===== src/rtl/ps2_pkg.sv =====
// Shared PS/2 receiver definitions.
//   - ps2_state_e : frame FSM state encoding (IDLE, DATA, PARITY, STOP)
//   - FRAME_BITS  : bits per PS/2 frame (start + 8 data + parity + stop)
//   - scan-code constants used by the downstream keyboard command decoder
//   - odd_ones()  : odd-parity test over data byte plus parity bit
package ps2_pkg;

  typedef enum logic [1:0] {
    IDLE   = 2'd0,
    DATA   = 2'd1,
    PARITY = 2'd2,
    STOP   = 2'd3
  } ps2_state_e;

  localparam int FRAME_BITS = 11;

  localparam logic [7:0] BREAK     = 8'hF0;
  localparam logic [7:0] EXTEND    = 8'hE0;
  localparam logic [7:0] KEY_SPACE = 8'h29;
  localparam logic [7:0] KEY_A     = 8'h1C;
  localparam logic [7:0] KEY_D     = 8'h23;
  localparam logic [7:0] KEY_P     = 8'h4D;
  localparam logic [7:0] KEY_H     = 8'h33;

  // True when the 9 bits hold an odd number of ones.
  function automatic logic odd_ones(input logic [8:0] v);
    return ^v;
  endfunction

endpackage


===== src/rtl/ps2_line_sync.sv =====
// PS/2 line conditioning: synchronises both raw pins into the clk domain and
// glitch-filters the PS/2 clock.
// Ports:
//   clk      in   system clock
//   reset    in   synchronous active-high reset
//   ps2Clk   in   raw PS/2 clock pin (asynchronous)
//   ps2Dat   in   raw PS/2 data pin (asynchronous)
//   dat_s    out  synchronised data line
//   clk_fall out  1-cycle pulse on an accepted falling edge of the filtered clock
module ps2_line_sync #(
  parameter int SYNC_STAGES = 2,
  parameter int FILTER_LEN  = 4
) (
  input  logic clk,
  input  logic reset,
  input  logic ps2Clk,
  input  logic ps2Dat,
  output logic dat_s,
  output logic clk_fall
);

  localparam int CW = (FILTER_LEN < 2) ? 1 : $clog2(FILTER_LEN);
  localparam logic [CW-1:0] CNT_LAST = CW'(FILTER_LEN - 1);

  logic [SYNC_STAGES-1:0] clk_sync_q;
  logic [SYNC_STAGES-1:0] dat_sync_q;
  logic                   clk_s;
  logic                   filt_q;
  logic [CW-1:0]          cnt_q;
  logic                   fall_q;

  // Lines idle high, so the chains reset to 1 to avoid a false edge.
  always_ff @(posedge clk) begin
    if (reset) begin
      clk_sync_q <= '1;
      dat_sync_q <= '1;
    end else begin
      clk_sync_q <= {clk_sync_q[SYNC_STAGES-2:0], ps2Clk};
      dat_sync_q <= {dat_sync_q[SYNC_STAGES-2:0], ps2Dat};
    end
  end

  assign clk_s = clk_sync_q[SYNC_STAGES-1];
  assign dat_s = dat_sync_q[SYNC_STAGES-1];

  // The filtered level only follows clk_s after FILTER_LEN consecutive
  // samples disagree with it; any agreeing sample restarts the count.
  always_ff @(posedge clk) begin
    if (reset) begin
      filt_q <= 1'b1;
      cnt_q  <= '0;
      fall_q <= 1'b0;
    end else begin
      fall_q <= 1'b0;
      if (clk_s == filt_q) begin
        cnt_q <= '0;
      end else if (cnt_q == CNT_LAST) begin
        filt_q <= clk_s;
        cnt_q  <= '0;
        fall_q <= ~clk_s;
      end else begin
        cnt_q <= cnt_q + 1'b1;
      end
    end
  end

  assign clk_fall = fall_q;

endmodule


===== src/rtl/ps2_frame_receiver.sv =====
// PS/2 keyboard frame receiver: start, 8 data bits LSB first, odd parity, stop.
// Publishes the newest good byte on data and the previous one on data2.
// Optional feature macro: PS2_RX_PARITY_CHECK_EN (when defined, frames with
// even parity over data+parity are rejected; otherwise parity is ignored).
// Ports:
//   clk       in   system clock
//   reset     in   synchronous active-high reset
//   ps2Clk    in   raw PS/2 clock pin
//   ps2Dat    in   raw PS/2 data pin
//   data      out  most recent good byte
//   data2     out  good byte received before data
//   valid     out  1-cycle pulse when data/data2 update
//   frame_err out  1-cycle pulse on a rejected or abandoned frame
//   busy      out  high while a frame is in progress
module ps2_frame_receiver
  import ps2_pkg::*;
#(
  parameter int SYNC_STAGES    = 2,
  parameter int FILTER_LEN     = 4,
  parameter int TIMEOUT_CYCLES = 50000
) (
  input  logic       clk,
  input  logic       reset,
  input  logic       ps2Clk,
  input  logic       ps2Dat,
  output logic [7:0] data,
  output logic [7:0] data2,
  output logic       valid,
  output logic       frame_err,
  output logic       busy
);

  localparam int TW = $clog2(TIMEOUT_CYCLES + 1);
  localparam logic [TW-1:0] TMO_LAST = TW'(TIMEOUT_CYCLES - 1);

  logic dat_s;
  logic clk_fall;

  ps2_line_sync #(
    .SYNC_STAGES (SYNC_STAGES),
    .FILTER_LEN  (FILTER_LEN)
  ) u_line_sync (
    .clk      (clk),
    .reset    (reset),
    .ps2Clk   (ps2Clk),
    .ps2Dat   (ps2Dat),
    .dat_s    (dat_s),
    .clk_fall (clk_fall)
  );

  ps2_state_e      state_q;
  logic [2:0]      cnt_q;
  logic [7:0]      shift_q;
  logic            par_q;
  logic [TW-1:0]   tmo_q;
  logic [7:0]      data_q;
  logic [7:0]      data2_q;
  logic            valid_q;
  logic            err_q;
  logic            frame_good_d;

  // Qualifies the frame on the stop-bit edge, using the bit being sampled now.
  always_comb begin
    frame_good_d = dat_s;
`ifdef PS2_RX_PARITY_CHECK_EN
    frame_good_d = dat_s & odd_ones({par_q, shift_q});
`endif
  end

  always_ff @(posedge clk) begin
    if (reset) begin
      state_q <= IDLE;
      cnt_q   <= '0;
      shift_q <= '0;
      par_q   <= 1'b0;
      tmo_q   <= '0;
      data_q  <= '0;
      data2_q <= '0;
      valid_q <= 1'b0;
      err_q   <= 1'b0;
    end else begin
      valid_q <= 1'b0;
      err_q   <= 1'b0;
      if (clk_fall) begin
        // Any edge restarts the stall timer, so it only measures gaps.
        tmo_q <= '0;
        case (state_q)
          IDLE: begin
            // A high start bit is line noise, not an error.
            if (!dat_s) begin
              state_q <= DATA;
              cnt_q   <= '0;
            end
          end
          DATA: begin
            shift_q[cnt_q] <= dat_s;
            cnt_q          <= cnt_q + 3'd1;
            if (cnt_q == 3'd7) state_q <= PARITY;
          end
          PARITY: begin
            par_q   <= dat_s;
            state_q <= STOP;
          end
          STOP: begin
            if (frame_good_d) begin
              data2_q <= data_q;
              data_q  <= shift_q;
              valid_q <= 1'b1;
            end else begin
              err_q <= 1'b1;
            end
            state_q <= IDLE;
          end
          default: state_q <= IDLE;
        endcase
      end else if (state_q != IDLE) begin
        if (tmo_q == TMO_LAST) begin
          err_q   <= 1'b1;
          state_q <= IDLE;
          tmo_q   <= '0;
        end else begin
          tmo_q <= tmo_q + 1'b1;
        end
      end else begin
        tmo_q <= '0;
      end
    end
  end

  assign data      = data_q;
  assign data2     = data2_q;
  assign valid     = valid_q;
  assign frame_err = err_q;
  assign busy      = (state_q != IDLE);

endmodule


===== config.mk =====
export PLATFORM = sky130hd
export DESIGN_NAME = ps2_frame_receiver
export DESIGN_NICKNAME = d
export VERILOG_FILES = /design/src/rtl/ps2_pkg.sv /design/src/rtl/ps2_line_sync.sv /design/src/rtl/ps2_frame_receiver.sv
export SDC_FILE = /design/constraint.sdc
export NUM_CORES = 1
export LEC_CHECK = 0
export ABC_AREA = 1
export ABC_CLOCK_PERIOD_IN_PS = 1600
export BUFFER_PORTS_ARGS = -buffer_cell sky130_fd_sc_hd__buf_2
export CORE_ASPECT_RATIO = 1.4
export CORE_MARGIN = 2
export CORE_UTILIZATION = 45
export DETAILED_ROUTE_END_ITERATION = 8
export SYNTH_ARGS = -nofsm -noshare
export SYNTH_HDL_FRONTEND = slang
export SYNTH_SLANG_ARGS = --single-unit

===== constraint.sdc =====
create_clock -name clk -period 1.6 [get_ports clk]
set_clock_uncertainty 0.05 [all_clocks]
set_input_delay 0.24 -clock clk [delete_from_list [all_inputs] [get_ports clk]]
set_output_delay 0.24 -clock clk [all_outputs]
set_load 0.02 [all_outputs]

==> qor.csv, run 1 <==
stage,metric,value,unit
detailed_routing,drtIter0Drc,88,
placement,portBuffers,22,
global_routing,grt_pass1_wl,7.948,mm
floorplan,die_h,89.68,um
timing,maxSlewHeadroom,74.42,%
floorplan,core_area,5120,sq um
setup_path,critPathCaptureType,output pin,
timing,rsz0062_at_grt,true,
floorplan,rows,31,
setup_path,critical_path.top_delay_family,buffers and inverters,
setup_path,slowest_stage,dfxtp_1,
logic_synthesis,synth_cell_type_count,30,
setup_path,critPathMaxFanout,5,
placement,place_congestion,0.7830,
logic_synthesis,synthCells,299,
logic_synthesis,synthTopCellsByArea,"dfxtp_1 (47%), nand2_1 (9.4%), a21oi_1 (7.6%), nand3_1 (5.5%), nor2_1 (4.6%)",
logic_synthesis,synth_nets,311,
floorplan,io_pins,23,
clock_network,cts_max_path_buffers,2,
timing,drv_slew,0,
detailed_routing,ant_nets,0,
detailed_routing,drc,0,
placement,dp_hpwl,3.302,mm
logic_synthesis,seq_area_frac_synth,46.66,%
timing,finalCriticalPeriod,1535,ps
logic_synthesis,ys_ff_latch,55,
detailed_routing,dr.pass1.iters,4,
setup_path,path_cells,"inv_1, ha_1, buf_4, inv_1, buf_4",
timing,worst_pin_slew,383.7,ps
floorplan,start_util,46.09,%
outcome,status,finished clean,
clock_network,hold_buffers,0,
clock_network,clock-root-buffer,clkbuf_8,
timing,setup_viol,0,
setup_path,setup.worst_path.class,register to output pin,
cells_and_area,fin_nets,339,
floorplan,die_area,5847,sq um
clock_network,cts_max_level,2,
cells_and_area,diodes,0,
cells_and_area,area.growth.synth_to_final,13.73,%
setup_path,critPathArrivalTime,1250,ps
logic_synthesis,synth_top_area_cell,dfxtp_1,
global_routing,grt_pass1_vias,1752,
floorplan,fp.dieW,65.20,um
worst_hold_path,worstHoldPathType,primary input to register,
power,powerDensity,819.6,nW/um^2
clock_network,cts.clk_slew.worst_paths,90,ps
clock_network,numCtsBuffers,5,
setup_path,cp.required,1310,ps
clock_network,clock_sinks,55,
timing,fin_crit_sh,95.96,%
logic_synthesis,postSynthAreaPerCell,7.892,sq um
detailed_routing,routedWlPerCell,12.03,um
timing,finalHoldWorstSlack,67.98,ps
clock_network,clock_latency,310,ps
global_routing,antenna_found_initial,0,
timing,timing.setup.tns,0,ps
job,drv_cap,0,
global_routing,track_usage,17.75,%
cells_and_area,utilization,52.42,%
timing,fmax,651.3,MHz
timing,hold_viol,0,
global_routing,overflow,0,
detailed_routing,post_drt_via_cell_ratio,5.003,
power,p_leak,0.0009831,uW
setup_path,max_stage_delay,330,ps
detailed_routing,wirelength,4.741,mm
power,max-vdd-ir-drop,0.5019,mV
setup_path,cp-start-kind,register,
setup_path,cp.buffers_inverters,4,
cells_and_area,drive_gt1_share,18.60,%
global_routing,grt_max_degree,39,
logic_synthesis,netlist_area,2360,sq um
clock_network,cts_tree,built,
logic_synthesis,synth_warnings,0,
detailed_routing,vias,1971,
logic_synthesis,synth_top_area_share,46.66,%
## worst reg2reg max path, delay by kind of cell (launching register included)
family          cells  cell delay, ps
buf+inv             2             220
simple gates        4             350
compound gates      2             180
fa+ha+maj           1             210
flops               1             330
## placed cells by master, fill, tap and decap left out, types with 2 or more instances in the layout
master and n:
nand3_1 25, o21ai_0 2, ha_1 8, buf_4 9, nor3_2 2, nand2_1 58, or2_2 6, inv_2 2
nor2_1 29, a21oi_1 36, clkbuf_8 5, xor2_1 5, nor2_4 3, nand2_2 3, buf_2 21, a311oi_1 8
nor3_1 4, nand4_1 4, inv_1 27, o31ai_1 2, dfxtp_1 54
## stage by stage
step | worst slack [ps] | total power (uW) | instances | cell area (sq um)
floorplan | 165.4 | 1432 | 299 | 2360
detailed placement | 12.50 | 1445 | 384 | 2549
global placement | 76.80 | 1445 | 384 | 2549
finish | 64.64 | 2200 | 394 | 2684
global route | -27.16 | 2297 | 394 | 2684
CTS | 3.499 | 2234 | 392 | 2641
## cell families after synthesis
logic type / count (synthesis) / share of synthesized area [%]
AND/OR/NAND/NOR: 142 / 27.94
flip-flops: 55 / 46.66
AO/OA/AOI/OAI: 51 / 12.62
buffers and inverters: 38 / 6.681
adder cells (fa/ha/maj): 8 / 4.242
XOR/XNOR: 5 / 1.856
## sequential cells by signal, indices dropped and copies added (netlist names)
signal                  flops
tmo_q                      16
data2                       8
data                        8
shift_q                     8
cnt_q                       3
state_q                     2
u_line_sync.clk_sync_q      2
u_line_sync.cnt_q           2
u_line_sync.dat_sync_q      2
frame_err                   1
u_line_sync.clk_fall        1
u_line_sync.filt_q          1
valid                       1
## report_power, final
| part | switching (uW) | total, uW | internal [uW] | leakage, uW |
|---|---|---|---|---|
| combinational | 25.6 | 35.7 | 10.1 | 0.000493 |
| clock | 470 | 787 | 317 | 0.0000461 |
| sequential | 3.76 | 1380 | 1370 | 0.000444 |
| total | 500 | 2200 | 1700 | 0.000983 |
## metal layers
layer  vias to the layer above  wire length, um  GRT usage (%)
met1                       897             2063          21.28
met3                         5              130          3.367
li1                       1046                -              -
met4                         0               80          7.386
met5                         -                0              0
met2                        23             2466          31.17
## timing repair
action                                  4_1_cts  5_1_grt
resized for setup                             0        7
endpoints found under the setup margin        0       22
buffers inserted                              0        2
## worst paths after layout
kind	from	to	slack [ps]	depth (start not counted)
max	state_q[0]$_SDFFE_PP0P_	busy	60	5
min	ps2Dat	u_line_sync.dat_sync_q[0]$_SDFF_PP1_	70	2
max reg2reg	state_q[0]$_SDFFE_PP0P_	state_q[1]$_SDFFE_PP0P_	130	9
min reg2reg	u_line_sync.clk_sync_q[0]$_SDFF_PP1_	u_line_sync.clk_sync_q[1]$_SDFF_PP1_	370	1
## final cells by class
cell class              instances  area (sq um)
fillers                       512          2436
multi-input cells             206          1125
flip-flops and latches         55          1102
repair buffers                 30         172.7
inverters                      29         108.9
well taps                      66         82.58
clock buffers                   5         68.82
clock inverters                 3         23.77
## cell usage after synthesis (all sizes together)
library cell	number
o31ai	2
clkbuf	4
nand3	26
nand4	4
or2	7
dfxtp	55
nor3	7
ha	8
o22ai	1
a311oi	8
buf	5
o21ai	2
a21oi	37
nor2	33
o211ai	1
xor2	5
nor3b	2
nor4	1
nand2	62
inv	29
(Power assumes the default switching activity.)
==> run 2, diff against run 1 <==
--- a/config.mk
+++ b/config.mk
@@ -7,11 +7,14 @@
 export LEC_CHECK = 0
 export ABC_AREA = 1
 export ABC_CLOCK_PERIOD_IN_PS = 1600
-export BUFFER_PORTS_ARGS = -buffer_cell sky130_fd_sc_hd__buf_2
+export CELL_PAD_IN_SITES_DETAIL_PLACEMENT = 1
+export CELL_PAD_IN_SITES_GLOBAL_PLACEMENT = 2
 export CORE_ASPECT_RATIO = 1.4
 export CORE_MARGIN = 2
-export CORE_UTILIZATION = 45
+export CORE_UTILIZATION = 36
 export DETAILED_ROUTE_END_ITERATION = 8
+export DONT_BUFFER_PORTS = 1
+export PLACE_DENSITY_LB_ADDON = 0.1
 export SYNTH_ARGS = -nofsm -noshare
 export SYNTH_HDL_FRONTEND = slang
 export SYNTH_SLANG_ARGS = --single-unit
==> run 2 against run 1 <==
- global-route usage fell by 1.5 points
- sequential power about the same
- power shrank 1.1%
- cell count decreased by 2.5%
- critical path type is now register to register
- largest cell class unchanged
- largest power group unchanged
==> qor.csv, run 2 (synthesis gave the netlist of run 1 again) <==
stage,metric,value,unit
detailed_routing,dr.pass1.iters,4,
global_routing,grt_pass1_vias,1989,
floorplan,fp.dieW,72.43,um
worst_hold_path,holdPathStages,3,
setup_path,r2r_setup_slack,130,ps
cells_and_area,area.growth.synth_to_final,11.98,%
cells_and_area,drive_gt1_share,13.78,%
setup_path,cp-start-kind,register,
floorplan,start_util,37.48,%
setup_path,r2r-end,tmo_q[2]$_SDFF_PP0_,
floorplan,io_pins,23,
detailed_routing,drc,0,
cells_and_area,top_register,tmo_q,
global_routing,track_usage,16.27,%
setup_path,critical_path.top_delay_family,simple AND/OR/NAND/NOR gates,
clock_network,clock-root-buffer,clkbuf_8,
worst_hold_path,hold_start,reset,
clock_network,numCtsBuffers,5,
clock_network,cts_max_level,2,
placement,place_area,2466,sq um
cells_and_area,nFillCells,795,
setup_path,r2r_start,state_q[1]$_SDFFE_PP0P_,
clock_network,cts_max_path_buffers,2,
floorplan,core_area,6296,sq um
cells_and_area,diodes,0,
timing,timing.setup.tns,0,ps
cells_and_area,final_cell_mix,"nand2_1 (58), dfxtp_1 (54), a21oi_1 (36)",
timing,finalCriticalPeriod,1475,ps
global_routing,antenna_found_initial,0,
detailed_routing,post_drt_via_cell_ratio,5.081,
setup_path,cp.required,1780,ps
setup_path,cp.buffers_inverters,2,
setup_path,r2r.worst_path.cells,6,
floorplan,die_h,99.80,um
global_routing,grt_max_degree,38,
floorplan,die_area,7228,sq um
job,drv_cap,0,
cells_and_area,largest_reg_flops,16,
global_routing,overflow,0,
timing,maxSlewHeadroom,78.38,%
timing,drv_slew,0,
timing,fin_crit_sh,92.19,%
setup_path,critPathCaptureType,register,
cells_and_area,fin_nets,323,
placement,portBuffers,0,
cells_and_area,final_common_cell,nand2_1,
power,p_leak,0.0008792,uW
power,max-vdd-ir-drop,0.4519,mV
detailed_routing,routedWlPerCell,14.35,um
setup_path,critPathArrivalTime,1650,ps
setup_path,slowest_stage,dfxtp_2,
worst_hold_path,min_to,u_line_sync.cnt_q[0]$_SDFF_PP0_,
cells_and_area,utilization,41.97,%
detailed_routing,vias,1951,
timing,rsz0062_at_grt,true,
timing,setup_viol,0,
placement,place_congestion,0.7483,
cells_and_area,fin_area,2643,sq um
clock_network,cts_tree,built,
worst_hold_path,worstHoldPathType,primary input to register,
power,powerDensity,823.7,nW/um^2
timing,fmax,678.0,MHz
setup_path,path_cells,"inv_1, ha_1, nor3_1, nand2_2, buf_12, nor3b_1",
setup_path,setup.worst_path.class,register to register,
global_routing,grt_pass1_wl,9.301,mm
clock_network,clock_latency,310,ps
timing,worst_pin_slew,323.1,ps
clock_network,clock_sinks,55,
detailed_routing,ant_nets,0,
timing,hold_viol,0,
detailed_routing,wirelength,5.510,mm
clock_network,cts.clk_slew.worst_paths,90,ps
outcome,status,finished clean,
placement,dp_hpwl,3.872,mm
setup_path,max_stage_delay,360,ps
floorplan,rows,34,
setup_path,critPathMaxFanout,16,
detailed_routing,drtIter0Drc,39,
run 2: cell types whose count changed in the layout (fill, tap and decap cells not counted), sizes merged:
cell | previous run | this run
clkbuf | 5 | 7
buf | 30 | 11
inv | 30 | 29
dlygate4sd3 | 0 | 2
run 2: repair_timing:
item / 4_1_cts / 5_1_grt
hold buffers: 3 / 0
buffers inserted: 0 / 4
pin swaps: 0 / 1
hold endpoints to repair: 37 / 0
setup endpoints to repair: 1 / 12
gates resized for setup: 1 / 4
run 2: worst max-delay path by stage:
stage | startpoint | endpoint | cells after the start
floorplan | state_q[0]$_SDFFE_PP0P_ | tmo_q[14]$_SDFF_PP0_ | 6
global placement | tmo_q[0]$_SDFF_PP0_ | tmo_q[11]$_SDFF_PP0_ | 7
detailed placement | state_q[1]$_SDFFE_PP0P_ | tmo_q[2]$_SDFF_PP0_ | 6
CTS | state_q[1]$_SDFFE_PP0P_ | tmo_q[2]$_SDFF_PP0_ | 6
global route | state_q[0]$_SDFFE_PP0P_ | state_q[0]$_SDFFE_PP0P_ | 9
finish | state_q[1]$_SDFFE_PP0P_ | tmo_q[2]$_SDFF_PP0_ | 6
run 2: report_power, final:
group / internal (uW) / switching (uW)
Sequential: 1370 / 3.49
Combinational: 14.4 / 25.1
Clock: 308 / 453
Total: 1700 / 481
run 2: layer usage:
metal	GRT usage (%)	up-vias	wire (um)
li1	-	1014	-
met1	18.84	921	2374
met2	29.78	12	2974
met3	3.012	4	114
met4	5.128	0	46
met5	0	-	0
run 2: worst register-to-register path, stage by stage, from the launching register on:
cell and delay [ps]:
dfxtp_2 360, inv_1 70, ha_1 190, nor3_1 290, nand2_2 110, buf_12 160, nor3b_1 170
run 2: layout make-up:
| type | instances | area, sq um | area share [%] |
|---|---|---|---|
| clock inverters | 2 | 12.51 | 0.4735 |
| repair buffers | 14 | 145.1 | 5.492 |
| multi-input cells | 206 | 1111 | 42.05 |
| flip-flops and latches | 55 | 1102 | 41.71 |
| clock buffers | 6 | 72.57 | 2.746 |
| inverters | 29 | 108.9 | 4.119 |
| well taps | 72 | 90.09 | 3.409 |
run 2: through the flow:
step	hold WS (ps)	cells	setup slack (ps)	power (uW)
2_1_floorplan	293.8	299	165.4	1432
3_3_place_gp	263.2	369	154.9	1425
3_5_place_dp	265.4	369	86.77	1426
4_1_cts	84.34	380	53.63	2218
5_1_grt	107.8	384	-7.853	2271
6_report	93.44	384	125.0	2177
==> run 3, diff against run 2 <==
==> constraint.sdc (replaced) <==
create_clock -name clk -period 1.6 [get_ports clk]
set_clock_uncertainty 0.05 [all_clocks]
set_input_delay 0.32 -clock clk [delete_from_list [all_inputs] [get_ports clk]]
set_output_delay 0.32 -clock clk [all_outputs]
set_load 0.02 [all_outputs]
==> run 3 against run 2 <==
- core utilization down 0.44 points
- first-iteration DRC count up 18%
- fmax down 3.5%
- clock power about the same
- largest power group unchanged
==> qor.csv, run 3 (synthesis gave the netlist of run 1 again) <==
stage,metric,value,unit
clock_network,cts_max_path_buffers,2,
setup_path,crit_cells,4,
setup_path,r2r_start,state_q[0]$_SDFFE_PP0P_,
cells_and_area,fin_nets,321,
timing,fmax,654.2,MHz
timing,drv_slew,0,
setup_path,path_cells,"inv_1, ha_1, buf_4, inv_4",
setup_path,r2r.worst_path.cells,7,
global_routing,grt_pass1_vias,1982,
setup_path,max_stage_delay,360,ps
setup_path,critPathMaxFanout,5,
power,clockPowerShare,35.3,%
cells_and_area,layout.cells.non_filler,382,
timing,fin_crit_sh,95.53,%
global_routing,grt_max_degree,40,
detailed_routing,routedWlPerCell,14.57,um
floorplan,start_util,37.48,%
setup_path,r2r-end,shift_q[2]$_SDFFE_PP0P_,
timing,worst_pin_slew,320.5,ps
floorplan,core_area,6296,sq um
cells_and_area,final_cell_mix,"nand2_1 (58), dfxtp_1 (54), a21oi_1 (36)",
floorplan,die_area,7228,sq um
setup_path,slowest_stage,dfxtp_2,
detailed_routing,vias,1939,
power,max-vdd-ir-drop,0.4557,mV
cells_and_area,drive_gt1_share,13.55,%
setup_path,setup.worst_path.class,register to output pin,
setup_path,cp-start-kind,register,
clock_network,numCtsBuffers,5,
power,powerDensity,826.1,nW/um^2
setup_path,critPathArrivalTime,1160,ps
setup_path,r2r_setup_slack,90,ps
power,finalPower,2160,uW
clock_network,cts_tree,built,
cells_and_area,diodes,0,
outcome,status,finished clean,
detailed_routing,wirelength,5.565,mm
timing,setup_viol,0,
cells_and_area,area.growth.synth_to_final,10.82,%
clock_network,clock_latency,310,ps
detailed_routing,drtIter0Drc,46,
timing,finalHoldWorstSlack,20.43,ps
detailed_routing,ant_nets,0,
floorplan,io_pins,23,
setup_path,cp.required,1230,ps
timing,rsz0062_at_grt,true,
cells_and_area,top_register,tmo_q,
setup_path,worstSetupEndpoint,busy,
job,drv_cap,0,
placement,place_congestion,0.7483,
cells_and_area,final_common_cell,nand2_1,
power,switching_share,21.83,%
setup_path,critPathCaptureType,output pin,
timing,maxSlewHeadroom,78.55,%
global_routing,grt_pass1_wl,9.211,mm
clock_network,clock-root-buffer,clkbuf_8,
timing,hold_viol,0,
power,combPwrFrac,0.9,%
global_routing,track_usage,16.15,%
floorplan,rows,34,
global_routing,antenna_found_initial,0,
timing,finalCriticalPeriod,1529,ps
global_routing,overflow,0,
placement,portBuffers,0,
cells_and_area,largest_reg_flops,16,
placement,dp_hpwl,3.872,mm
power,p_leak,0.0008650,uW
floorplan,fp.dieW,72.43,um
clock_network,cts.clk_slew.worst_paths,100,ps
detailed_routing,drc,0,
setup_path,crit_path_start,state_q[1]$_SDFFE_PP0P_,
power,internal_power,1689,uW
clock_network,cts_max_level,2,
power,power_frac_seq,63.7,%
setup_path,cp.buffers_inverters,3,
timing,timing.setup.tns,0,ps
floorplan,die_h,99.80,um
detailed_routing,post_drt_via_cell_ratio,5.076,
worst_hold_path,worstHoldPathType,primary input to register,
power,switching_power,471.5,uW
clock_network,clock_sinks,55,
placement,placedCellCount,369,
setup_path,critical_path.top_delay_family,flip-flops,
detailed_routing,dr.pass1.iters,4,
cells_and_area,utilization,41.53,%
-- run 3: worst register-to-register path, cell delays in order (launching register included) --
cell	delay (ps)
dfxtp_1	320
buf_4	140
ha_2	200
nand2_2	120
nor2_4	60
clkbuf_2	140
buf_4	140
a311oi_1	250
-- run 3: how the worst min path moves through the flow --
stage	start	to	slack [ps]	cells past startpoint
5_1_grt	reset	data[0]$_SDFFE_PP0P_	0.3	1
6_report	reset	data2[6]$_SDFFE_PP0P_	20	1
4_1_cts	reset	data[4]$_SDFFE_PP0P_	8	1
3_5_place_dp	reset	data[4]$_SDFFE_PP0P_	350	1
2_1_floorplan	u_line_sync.clk_sync_q[0]$_SDFF_PP1_	u_line_sync.clk_sync_q[1]$_SDFF_PP1_	340	1
3_3_place_gp	u_line_sync.clk_sync_q[0]$_SDFF_PP1_	u_line_sync.clk_sync_q[1]$_SDFF_PP1_	340	1
-- run 3: power by group through the flow --
stage               registers (uW)  clock network, uW  logic (uW)
floorplan                     1410                  0        25.5
global placement              1410                  0        16.4
detailed placement            1410                  0        16.8
CTS                           1380                801        16.9
global route                  1380                847        22.5
finish                        1380                763        20.0
-- run 3: layer usage --
metal	share of wire [%]	global-route usage, %	up-vias
met5	0	0	-
met3	2.0	3.012	4
met2	53	29.71	11
met1	44	18.53	915
li1	-	-	1009
met4	0.92	5.128	0
-- run 3: what timing repair did --
action | 4_1_cts | 5_1_grt
setup endpoints to repair | 1 | 8
gates resized for setup | 2 | 4
setup buffers | 0 | 4
endpoints found under the hold margin | 0 | 3
hold buffers | 0 | 1
pin swaps | 0 | 1
-- run 3: per-stage QoR --
stage | setup slack (ps) | area, sq um
finish | 71.47 | 2615
global route | -22.74 | 2615
CTS | 26.44 | 2552
detailed placement | 86.77 | 2466
global placement | 154.9 | 2466
floorplan | 165.4 | 2360
-- run 3: layout make-up --
cell class	instances	area (sq um)
fill	794	3681
sequential	55	1102
clock buffer	6	72.57
inverter	29	111.4
multi-input combinational	206	1111
timing repair buffer	12	115.1
clock inverter	2	12.51
tap	72	90.09
